## src/rtl/shift_req_arbiter.sv

```systemverilog
`default_nettype none
// +----------------------------------------------------------------------------+
// | shift_req_arbiter : two-requester round-robin sequencer for an 8-bit        |
// |                     rotate-left/right barrel shifter.                       |
// | Optional grant counters: define SHIFT_ARB_STATS_EN.                         |
// | Revision: 1.0                                                               |
// +----------------------------------------------------------------------------+

module improvedMultiFun_barrelShifter #(
  parameter int DATA_W = 8,
  parameter int AMT_W  = 3
) (
  input  logic [DATA_W-1:0] num_i,
  input  logic [AMT_W-1:0]  amt_i,
  input  logic              lr_i,
  output logic [DATA_W-1:0] y_o
);

  logic [DATA_W-1:0] w_stg [0:AMT_W];

  assign w_stg[0] = num_i;

  // Log-depth rotator: stage s rotates by 2^s when amt bit s is set.
  for (genvar s = 0; s < AMT_W; s++) begin : g_stage
    localparam int K = 1 << s;
    logic [DATA_W-1:0] w_rol;
    logic [DATA_W-1:0] w_ror;
    assign w_rol = {w_stg[s][DATA_W-1-K:0], w_stg[s][DATA_W-1:DATA_W-K]};
    assign w_ror = {w_stg[s][K-1:0], w_stg[s][DATA_W-1:K]};
    assign w_stg[s+1] = amt_i[s] ? (lr_i ? w_ror : w_rol) : w_stg[s];
  end

  assign y_o = w_stg[AMT_W];

endmodule

module shift_req_arbiter #(
  parameter int DATA_W = 8,
  parameter int AMT_W  = 3
`ifdef SHIFT_ARB_STATS_EN
  ,
  parameter int CNT_W  = 16
`endif
) (
  input  logic              clk,
  input  logic              reset,
  input  logic              req0_valid,
  output logic              req0_ready,
  input  logic [DATA_W-1:0] req0_num,
  input  logic [AMT_W-1:0]  req0_amt,
  input  logic              req0_lr,
  input  logic              req1_valid,
  output logic              req1_ready,
  input  logic [DATA_W-1:0] req1_num,
  input  logic [AMT_W-1:0]  req1_amt,
  input  logic              req1_lr,
  output logic              rsp_valid,
  input  logic              rsp_ready,
  output logic              rsp_id,
  output logic [DATA_W-1:0] rsp_num,
  output logic              busy
`ifdef SHIFT_ARB_STATS_EN
  ,
  output logic [CNT_W-1:0]  grant0_cnt,
  output logic [CNT_W-1:0]  grant1_cnt
`endif
);

  localparam logic [1:0] S_IDLE = 2'd0;
  localparam logic [1:0] S_EXEC = 2'd1;
  localparam logic [1:0] S_RESP = 2'd2;

  logic [1:0]        state_q, state_d;
  logic              last_grant_q, last_grant_d;
  logic [DATA_W-1:0] op_num_q, op_num_d;
  logic [AMT_W-1:0]  op_amt_q, op_amt_d;
  logic              op_lr_q, op_lr_d;
  logic              op_id_q, op_id_d;
  logic              rsp_valid_q, rsp_valid_d;
  logic              rsp_id_q, rsp_id_d;
  logic [DATA_W-1:0] rsp_num_q, rsp_num_d;

  logic              w_idle;
  logic              w_win;
  logic              w_acc;
  logic [DATA_W-1:0] w_shift;

  improvedMultiFun_barrelShifter #(
    .DATA_W (DATA_W),
    .AMT_W  (AMT_W)
  ) u_shifter (
    .num_i (op_num_q),
    .amt_i (op_amt_q),
    .lr_i  (op_lr_q),
    .y_o   (w_shift)
  );

  assign w_idle = (state_q == S_IDLE) && !reset;
  // Contention goes to whoever did not win last; otherwise the sole requester.
  assign w_win  = (req0_valid && req1_valid) ? ~last_grant_q : req1_valid;
  assign w_acc  = w_idle && (req0_valid || req1_valid);

  assign req0_ready = w_acc && !w_win;
  assign req1_ready = w_acc && w_win;

  always_comb begin
    state_d      = state_q;
    last_grant_d = last_grant_q;
    op_num_d     = op_num_q;
    op_amt_d     = op_amt_q;
    op_lr_d      = op_lr_q;
    op_id_d      = op_id_q;
    rsp_valid_d  = rsp_valid_q;
    rsp_id_d     = rsp_id_q;
    rsp_num_d    = rsp_num_q;
    case (state_q)
      S_IDLE: begin
        if (w_acc) begin
          op_num_d     = w_win ? req1_num : req0_num;
          op_amt_d     = w_win ? req1_amt : req0_amt;
          op_lr_d      = w_win ? req1_lr  : req0_lr;
          op_id_d      = w_win;
          last_grant_d = w_win;
          state_d      = S_EXEC;
        end
      end
      S_EXEC: begin
        rsp_num_d   = w_shift;
        rsp_id_d    = op_id_q;
        rsp_valid_d = 1'b1;
        state_d     = S_RESP;
      end
      S_RESP: begin
        if (rsp_ready) begin
          rsp_valid_d = 1'b0;
          state_d     = S_IDLE;
        end
      end
      default: state_d = S_IDLE;
    endcase
  end

  always_ff @(posedge clk or posedge reset) begin
    if (reset) begin
      state_q      <= S_IDLE;
      last_grant_q <= 1'b1;
      op_num_q     <= '0;
      op_amt_q     <= '0;
      op_lr_q      <= 1'b0;
      op_id_q      <= 1'b0;
      rsp_valid_q  <= 1'b0;
      rsp_id_q     <= 1'b0;
      rsp_num_q    <= '0;
    end else begin
      state_q      <= state_d;
      last_grant_q <= last_grant_d;
      op_num_q     <= op_num_d;
      op_amt_q     <= op_amt_d;
      op_lr_q      <= op_lr_d;
      op_id_q      <= op_id_d;
      rsp_valid_q  <= rsp_valid_d;
      rsp_id_q     <= rsp_id_d;
      rsp_num_q    <= rsp_num_d;
    end
  end

  assign rsp_valid = rsp_valid_q;
  assign rsp_id    = rsp_id_q;
  assign rsp_num   = rsp_num_q;
  assign busy      = (state_q != S_IDLE);

`ifdef SHIFT_ARB_STATS_EN
  logic [CNT_W-1:0] cnt0_q, cnt0_d;
  logic [CNT_W-1:0] cnt1_q, cnt1_d;

  assign cnt0_d = req0_ready ? cnt0_q + 1'b1 : cnt0_q;
  assign cnt1_d = req1_ready ? cnt1_q + 1'b1 : cnt1_q;

  always_ff @(posedge clk or posedge reset) begin
    if (reset) begin
      cnt0_q <= '0;
      cnt1_q <= '0;
    end else begin
      cnt0_q <= cnt0_d;
      cnt1_q <= cnt1_d;
    end
  end

  assign grant0_cnt = cnt0_q;
  assign grant1_cnt = cnt1_q;
`endif

endmodule
`default_nettype wire

```

## config.mk

```make
export PLATFORM = sky130hd
export DESIGN_NAME = shift_req_arbiter
export DESIGN_NICKNAME = d
export VERILOG_FILES = /design/src/rtl/shift_req_arbiter.sv
export SDC_FILE = /design/constraint.sdc
export NUM_CORES = 1
export LEC_CHECK = 0
export BUFFER_PORTS_ARGS = -buffer_cell sky130_fd_sc_hd__buf_2
export CAP_MARGIN = 10
export CORE_ASPECT_RATIO = 1.75
export CORE_MARGIN = 2
export CORE_UTILIZATION = 49
export CTS_CLUSTER_SIZE = 20
export DETAILED_ROUTE_END_ITERATION = 12
export GPL_TIMING_DRIVEN = 0
export PLACE_DENSITY = 0.81
export SYNTH_ARGS = -nofsm -noshare
export SYNTH_HDL_FRONTEND = slang
export SYNTH_HIERARCHICAL = 1
export SYNTH_SLANG_ARGS = --single-unit
```

## constraint.sdc

```tcl
create_clock -name clk -period 1.8 [get_ports clk]
set_clock_uncertainty 0.2 [all_clocks]
set_input_delay 0.36 -clock clk [delete_from_list [all_inputs] [get_ports clk]]
set_output_delay 0.36 -clock clk [all_outputs]
set_load 0.02 [all_outputs]
```

==> implementation parameters <==
Parameter                              Value

Clock tree
  CTS buffer count    3
  Buffers from clock root to sink, at most    2
  Clock slew at the register clock pins of the worst setup and hold paths    0.09 ns
  CTS H-tree depth    1
  TritonCTS Sinks    26
  TritonCTS clock tree    yes
  Cell chosen for the clock root    sky130_fd_sc_hd__clkbuf_8
  Skew-Pair Late Insertion Delay    0.27 ns

Setup path
  Worst Path Class, Setup    flip-flop to output pin
  Launch point of the worst path    state_q[0]
  Cells along the critical path    or3_4 > buf_8 > nor3b_4 > buf_6
  Type of element launching the critical path    flip-flop
  Cell with the biggest individual delay on the critical path    sky130_fd_sc_hd__or3_4
  Largest incremental delay on the critical path    roughly 0.4 ns
  Start of the worst register-to-register path    state_q[0]
  Reg2Reg Setup Slack    -0.26 ns
  Data arrival, critical path    around 1.5 ns
  Setup crit end kind    output pin
  Data required time at the worst endpoint    1.24 ns
  Critical path peak fanout    4

Finish
  Total area of sequential cells    653 µm²
  Core utilization of the finished layout    73.8%
  Relative area change from synthesis to final layout    47.3%
  Cell area after layout    2830 µm²
  Diodes inserted    0
  Multi-input combinational cell area    between 1000 and 1500 µm²
  # fillers    about 280
  Number of nets in the layout    302
  Layout cell share with drive strength beyond 1    approximately half
  Number of non-filler instances in the completed layout    320

STA
  Worst hold slack after final layout    0.111 ns
  Max transition margin    34.4%
  Tcrit/Tclk final    116%
  Transition time at the pin with the least slew margin    between 0.9 and 1 ns
  Unrepaired setup endpoints after global routing    true
  Maximum clock rate    about 0.48 GHz
  Final critical path time including I/O delays and setup    around 2.1 ns
  Total negative setup slack    -4.34 ns
  Number of setup violations in the final report    25
  Final hold violation count    0
  Pins Over Slew Limit    0
  Minimum setup slack in the final design    -0.291 ns

Synth
  Net Count, Synth    between 200 and 250
  Dominant register cell in the synthesized netlist    sky130_fd_sc_hd__dfrtp_1
  Synthesis warning total    6
  Top cells by instance count after synthesis    sky130_fd_sc_hd__nand2_1 (36), sky130_fd_sc_hd__dfrtp_1 (25), sky130_fd_sc_hd__mux2i_1 (24)
  Syn_area_per_cell    9.41 µm²
  Asr flop ratio synth    100%
  Post-Synthesis Cells    204
  Area share of the largest cell type after synthesis    32.6%
  Cell type contributing the most total cell area after synthesis    sky130_fd_sc_hd__dfrtp_1
  Number of different library cells in the post-synthesis netlist    31
  Number of synthesized register bits    26
  Seq/Total Area, Yosys    34.0%
  Leading cell type by number of instances after synthesis    sky130_fd_sc_hd__nand2_1
  Post-synthesis instance area    1920 µm²
  Post-synth EDFFs    0
  Cell types occupying the most area after synthesis    sky130_fd_sc_hd__dfrtp_1 (33%), sky130_fd_sc_hd__mux2i_1 (13%), sky130_fd_sc_hd__nand2_1 (7.0%)

Outcome
  Failing checks    negative setup slack
  Outcome    complete, but fails checks

Placed design
  Number of instances in the placed design    293
  Dpl hpwl    around 3500 µm
  Instance area at placement    2210 µm²
  Last weighted congestion value of the routability-driven placer    approximately 0.88
  Setup Slack @ Placement    -0.399 ns
  Input/output buffers    41

Floorplanning
  Die Y-Extent    86.8 µm
  Die Width    ~51 µm
  Number of I/O pins    42
  Die area    roughly 4500 µm²
  Starting density of the core    roughly half
  Area of the core    3830 µm²
  # rows    30

Drt
  Detailed-route wire length per cell    19.4 µm
  Number of vias in the routed layout    1985
  Average vias per placed instance    6.20
  Detailed-route wire length    approximately 6200 µm
  # DRC    0
  Antenna Nets Post-Route    0
  DR iter-0 viols    90
  Count of TritonRoute iterations in the first routing pass    4

Global route
  Number of antenna violations at the first check in global routing    0
  Overall track demand over capacity in global routing    28.9%
  Final global-route overflow total    0
  Vias in the first global route    about 2000
  First-pass GRT wire length    between 9000 and 10000 µm
  Largest net degree at the start of global routing    27

Power
  Pleak    1.24 nW
  Maximum ir drop on the vdd rail    1.29 mV
  Power density over the cells    2080 nW/µm²
  Total power    5.88 mW

Min path
  Worst Hold Class    input pin to asynchronous set/reset pin

Run
  Max capacitance violation total    0
## power breakdown
part / leakage (nW) / switching (mW) / internal [mW]
Clock: 0.0357 / 0.185 / 0.298
Combinational: 0.888 / 2.06 / 2.03
Sequential: 0.315 / 0.447 / 0.860
Total: 1.24 / 2.69 / 3.18
## registers in the layout (all words and copies together) (netlist names)
signal and cells:
rsp_num 8, op_num_q 8, last_grant_q 1, rsp_valid 1, state_q 2, op_amt_q 3
op_id_q 1, rsp_id 1, op_lr_q 1
## path summary, 6_finish.rpt
| path | to | cells past startpoint |
|---|---|---|
| worst max-delay path | req0_ready | 4 |
| worst min-delay path | rsp_num[1] | 2 |
| worst max register to register | op_num_q[0] | 6 |
| worst min register to register | rsp_num[0] | 1 |
| max in group asynchronous | op_lr_q | 2 |
| min in group clk | op_num_q[3] | 2 |
## critical path, delay by kind of cell, from the launching register on
kind / cells / cell delay, ns
buf+inv: 2 / 0.28
flops: 1 / 0.39
simple gates: 2 / 0.58
## cells by family (layout without fill, tap and decap cells)
logic type	after synthesis	count (layout)	synth area share, %
multiplexers	33	33	17.8
XOR/XNOR	2	2	2.28
AND/OR/NAND/NOR	63	63	14.1
AO/OA/AOI/OAI	58	58	24.2
buffers and inverters	22	90	7.56
flip-flops	26	26	34.0
## cell usage in the layout (no fill, tap or decap), types with 8 or more instances in the layout
cell	synthesis	routed
sky130_fd_sc_hd__buf_4	1	13
sky130_fd_sc_hd__buf_2	4	43
sky130_fd_sc_hd__nor2_1	9	8
sky130_fd_sc_hd__nor3_1	12	12
sky130_fd_sc_hd__buf_6	5	10
sky130_fd_sc_hd__mux2i_1	24	17
sky130_fd_sc_hd__a21o_1	10	10
sky130_fd_sc_hd__nand2_1	36	36
sky130_fd_sc_hd__a211oi_2	2	13
sky130_fd_sc_hd__dfrtp_1	25	24
sky130_fd_sc_hd__a221o_1	12	12
## final cells by class
type / instances / area share [%]
Inverter: 4 / 0.531
Clock inverter: 1 / 1.06
Buffer: 16 / 5.14
Multi-Input combinational cell: 156 / 48.3
Timing Repair Buffer: 66 / 18.3
Clock buffer: 3 / 1.46
Sequential cell: 26 / 23.1
Tap cell: 48 / 2.12
## layer usage
layer,share of wire (%),track usage [%],wire [µm]
met2,56,52.9,3450
met4,5.1,17.2,314
met1,34,31.1,2120
met3,5.1,2.93,318
met5,0,0,0
## what timing repair did
item | 4_1_cts | 5_1_grt
resized for setup | 51 | 19
pin swaps | 31 | 12
buffers inserted | 17 | 6
setup endpoints to repair | 17 | 26
endpoints found under the hold margin | 0 | 0
hold buffers | 0 | 0
cloned | 2 | 0
(Power assumes the default switching activity.)
